`src/rtl/divider_iceqman.sv`:
```
// rtl/divider_iceqman.sv - sequential 16/8 restoring divider, one quotient bit per clock
module divider_iceqman (
    input  logic        clock,
    input  logic        reset,
    input  logic        start,
    input  logic [15:0] dividend,
    input  logic [7:0]  divisor,
    output logic        busy,
    output logic        done,
    output logic        div_by_zero,
    output logic [15:0] quotient,
    output logic [7:0]  remainder
);

    typedef enum logic [1:0] {
        IDLE = 2'd0,
        CALC = 2'd1,
        DONE = 2'd2
    } state_t;

    state_t      state;
    state_t      state_next;

    logic [15:0] q;
    logic [8:0]  r;
    logic [7:0]  d;
    logic [3:0]  count;

    logic [8:0]  shifted;
    logic        fits;
    logic [8:0]  r_step;
    logic [15:0] q_step;

    // One restoring step: shift next dividend bit into r, subtract d when it fits.
    // The compare keeps r[8] in view; it is always zero while iterating.
    always_comb begin
        shifted = {r[7:0], q[15]};
        fits    = ({r, q[15]} >= {2'b00, d});
        r_step  = shifted;
        if (fits) begin
            r_step = shifted - {1'b0, d};
        end
        q_step  = {q[14:0], fits};
    end

    // Next-state logic and status outputs decoded from the state register.
    always_comb begin
        state_next = state;
        busy       = 1'b0;
        done       = 1'b0;
        case (state)
            IDLE: begin
                if (start) begin
                    state_next = (divisor == 8'd0) ? DONE : CALC;
                end
            end
            CALC: begin
                busy = 1'b1;
                if (count == 4'd15) begin
                    state_next = DONE;
                end
            end
            DONE: begin
                done       = 1'b1;
                state_next = IDLE;
            end
            default: begin
                state_next = IDLE;
            end
        endcase
    end

    // State register; reset abandons any calculation in flight.
    always_ff @(posedge clock) begin
        if (reset) begin
            state <= IDLE;
        end else begin
            state <= state_next;
        end
    end

    // Working registers and result outputs; the last step loads results directly.
    always_ff @(posedge clock) begin
        if (reset) begin
            q           <= 16'd0;
            r           <= 9'd0;
            d           <= 8'd0;
            count       <= 4'd0;
            quotient    <= 16'd0;
            remainder   <= 8'd0;
            div_by_zero <= 1'b0;
        end else begin
            case (state)
                IDLE: begin
                    if (start) begin
                        if (divisor != 8'd0) begin
                            q           <= dividend;
                            r           <= 9'd0;
                            d           <= divisor;
                            count       <= 4'd0;
                            div_by_zero <= 1'b0;
                        end else begin
                            quotient    <= 16'hFFFF;
                            remainder   <= dividend[7:0];
                            div_by_zero <= 1'b1;
                        end
                    end
                end
                CALC: begin
                    q     <= q_step;
                    r     <= r_step;
                    count <= count + 4'd1;
                    if (count == 4'd15) begin
                        quotient  <= q_step;
                        remainder <= r_step[7:0];
                    end
                end
                default: begin
                end
            endcase
        end
    end

endmodule

```
`config.mk`:
```
export PLATFORM = sky130hd
export DESIGN_NAME = divider_iceqman
export DESIGN_NICKNAME = d
export VERILOG_FILES = /design/src/rtl/divider_iceqman.sv
export SDC_FILE = /design/constraint.sdc
export NUM_CORES = 1
export LEC_CHECK = 0
export ABC_AREA = 1
export BUFFER_PORTS_ARGS = -buffer_cell sky130_fd_sc_hd__buf_2
export CAP_MARGIN = 20
export CORE_ASPECT_RATIO = 1.75
export CORE_MARGIN = 2
export CORE_UTILIZATION = 35
export CTS_CLUSTER_SIZE = 30
export DETAILED_ROUTE_END_ITERATION = 16
export PLACE_DENSITY = 0.59
export SYNTH_ARGS = -nofsm -noshare
export SYNTH_HDL_FRONTEND = slang
export SYNTH_SLANG_ARGS = --single-unit
```
`constraint.sdc`:
```
create_clock -name clock -period 4.15 [get_ports clock]
set_input_delay 0.83 -clock clock [delete_from_list [all_inputs] [get_ports clock]]
set_output_delay 0.83 -clock clock [all_outputs]
set_load 0.01 [all_outputs]
```
==> reports/results.ini <==
[status]
outcome=completed

[worst_setup_path]
worstPathMaxFanout=39
crit_required_ns=4.37
cp-end-kind=flip-flop
rr_worst_depth=11
cp_data_arrival_time_ns=2.92
worstSetupStartpointType=flip-flop
crit_type=reg2reg

[sta]
timing.setup.tns_ns=0
min_period_ns=2.70
rsz0062_at_grt=false
max_slew_margin_pct=40.7
drv_slew=0
finalCritPeriodShare_pct=65.0
setup_viol=0
tightest_slew_ns=0.888
layout_setup_ws_ns=1.45
skew_ns=0.00717
fmax_ghz=0.371
hold_viol_final=0

[clock_network]
path_clk_slew_ns=0.05
htreeDepth=3
cts_tree=yes
numCtsBuffers=9
postCtsSetupBuffers=0
cts-resized-gates=0
cts-root-buf=clkbuf_16
cts_num_sinks=64
ctsHoldBuffers=0
cts_buffer_depth=2
clkLatencyLatePin_ns=0.32

[logic_synthesis]
syn-cell-area_sq_um=3110
yosysSeqAreaShare_pct=41.2
syn_area_per_cell_sq_um=7.07
synth_cell_type_count=28
yosysTopAreaCell=dfxtp_1
synth_area_leaders=dfxtp_1 41%, nand2_1 13%, nor2_1 6.4%, inv_1 5.9%, a21oi_1 5.0%
syn_nets=477
ys_warn_count=0
ys_ff_latch=64
yosys.area.top_type_share_pct=41.2
synthCells=440

[run]
maxCapViolCount=0

[placed_design]
hpwl_microns=5790
pre_cts_ws_ns=1.39
gp_congestion=0.931
dp.cells=591
place.port_buffers=53

[layout]
instances_no_fill=605
diodes=0
final_common_cell=nand2_1
final_cell_mix=107 x nand2_1, 64 x dfxtp_1, 53 x nor2_1, 53 x buf_2, 49 x inv_1
area_growth_pct=18.4
fill_cells=932
drive_gt1_share_pct=15.8
nNetsFinal=522

[power_and_ir_drop]
power_mw=1.86
leakage_nw=1.86
ir_drop_mv=0.267
powerDensity_nw_per_um2=504

[route]
drt-initial-drc-count=153
drt_wl_total_microns=7760
antenna_left=0
drc=0
dr.pass1.iters=5
wire_per_inst_microns=12.8
vias=2936
vias_per_cell=4.85

[die]
io_pins=54
core_area_sq_um=8670
die_h_microns=129
die_w_microns=75.3
initial_core_util_pct=35.9
die_area_sq_um=9690
rows=45

[global_routing]
grt_usage_pct=16.9
grt_pass1_vias=2767
grt_antenna_before_repair=0
grt_pass1_wl_microns=12400
grt_start_max_net_pins=40
overflow=0

[min_path]
hold_path_class=reg2reg
min_path_cells=2

cell type report:
class / count / area (sq um) / area share (%)
Timing Repair Buffer: 54 / 273 / 7.40
Clock inverter: 3 / 20.0 / 0.543
Multi-Input combinational cell: 303 / 1520 / 41.3
Tap cell: 117 / 146 / 3.97
Inverter: 53 / 199 / 5.40
Sequential cell: 64 / 1280 / 34.8
Clock buffer: 11 / 243 / 6.59
worst max-delay path, stage by stage (launching register included):
cell,delay [ns]
dfxtp_1,0.36
inv_2,0.07
nor2_8,0.31
inv_2,0.29
nand2_2,0.13
nand2_1,0.09
nor2_4,0.68
inv_2,0.26
nor2_1,0.18
nand3_1,0.10
nand2_1,0.06
inv_1,0.03
per-layer routing:
metal	vias up	GRT usage, %	routed length [microns]
li1	1511	-	-
met1	1336	19.0	3220
met2	74	28.9	3950
met3	15	3.29	308
met4	0	9.60	279
met5	-	0	0
logic make-up after synthesis:
logic type                 Yosys count  share of synthesized area (%)
DFF                                 64                           41.2
and+or+nand+nor                    201                           27.7
buffers and inverters               73                           9.89
adders and majority gates           10                           4.26
AOI/OAI and AO/OA                   87                           15.6
xor gates and xnor gates             5                           1.41
metrics by stage:
stage	cell area (sq um)	hold slack [ns]	utilization (%)
2_1_floorplan	3110	0.433	-
3_3_place_gp	3420	0.453	39.5
3_5_place_dp	3420	0.458	39.5
4_1_cts	3680	0.471	42.5
5_1_grt	3680	0.493	42.5
6_report	3680	0.466	42.5
flip-flops by register name, indices dropped and copies added, names as in the netlist:
register / flops
count: 4
d: 8
div_by_zero: 1
q: 16
quotient: 16
r: 9
remainder: 8
state: 2
final timing paths:
| check | start | endpoint | slack (ns) |
|---|---|---|---|
| hold / removal | quotient[2] | quotient[2] | 0.47 |
| setup reg to reg | state[0] | remainder[6] | 1.45 |
| setup / recovery | state[0] | remainder[6] | 1.45 |
| hold reg to reg | quotient[2] | quotient[2] | 0.47 |
synthesized netlist by cell type:
cell        n
nand2_2     1
clkbuf_1    6
nor2_1     53
nand3b_1    7
nor2_2      1
buf_6       3
a22oi_1     1
nand4_1     2
a31oi_1     8
xor2_1      4
nand3_1    26
nor2_4      2
dfxtp_1    64
buf_1       2
ha_1        9
o211ai_1    1
o21ai_1    17
a21oi_1    31
fa_1        1
inv_1      49
buf_2       9
inv_2       4
xnor2_1     1
nand3_2     1
nand2_1   107
o211a_1     7
nor2_8      1
o21ai_0    22
report_power, final:
part	leakage, nW	internal (mW)	total, mW	switching (mW)
Clock	0.123	0.411	0.658	0.247
Combinational	1.21	0.166	0.471	0.305
Sequential	0.526	0.685	0.728	0.0436
Power figures use the tool's default switching activity.
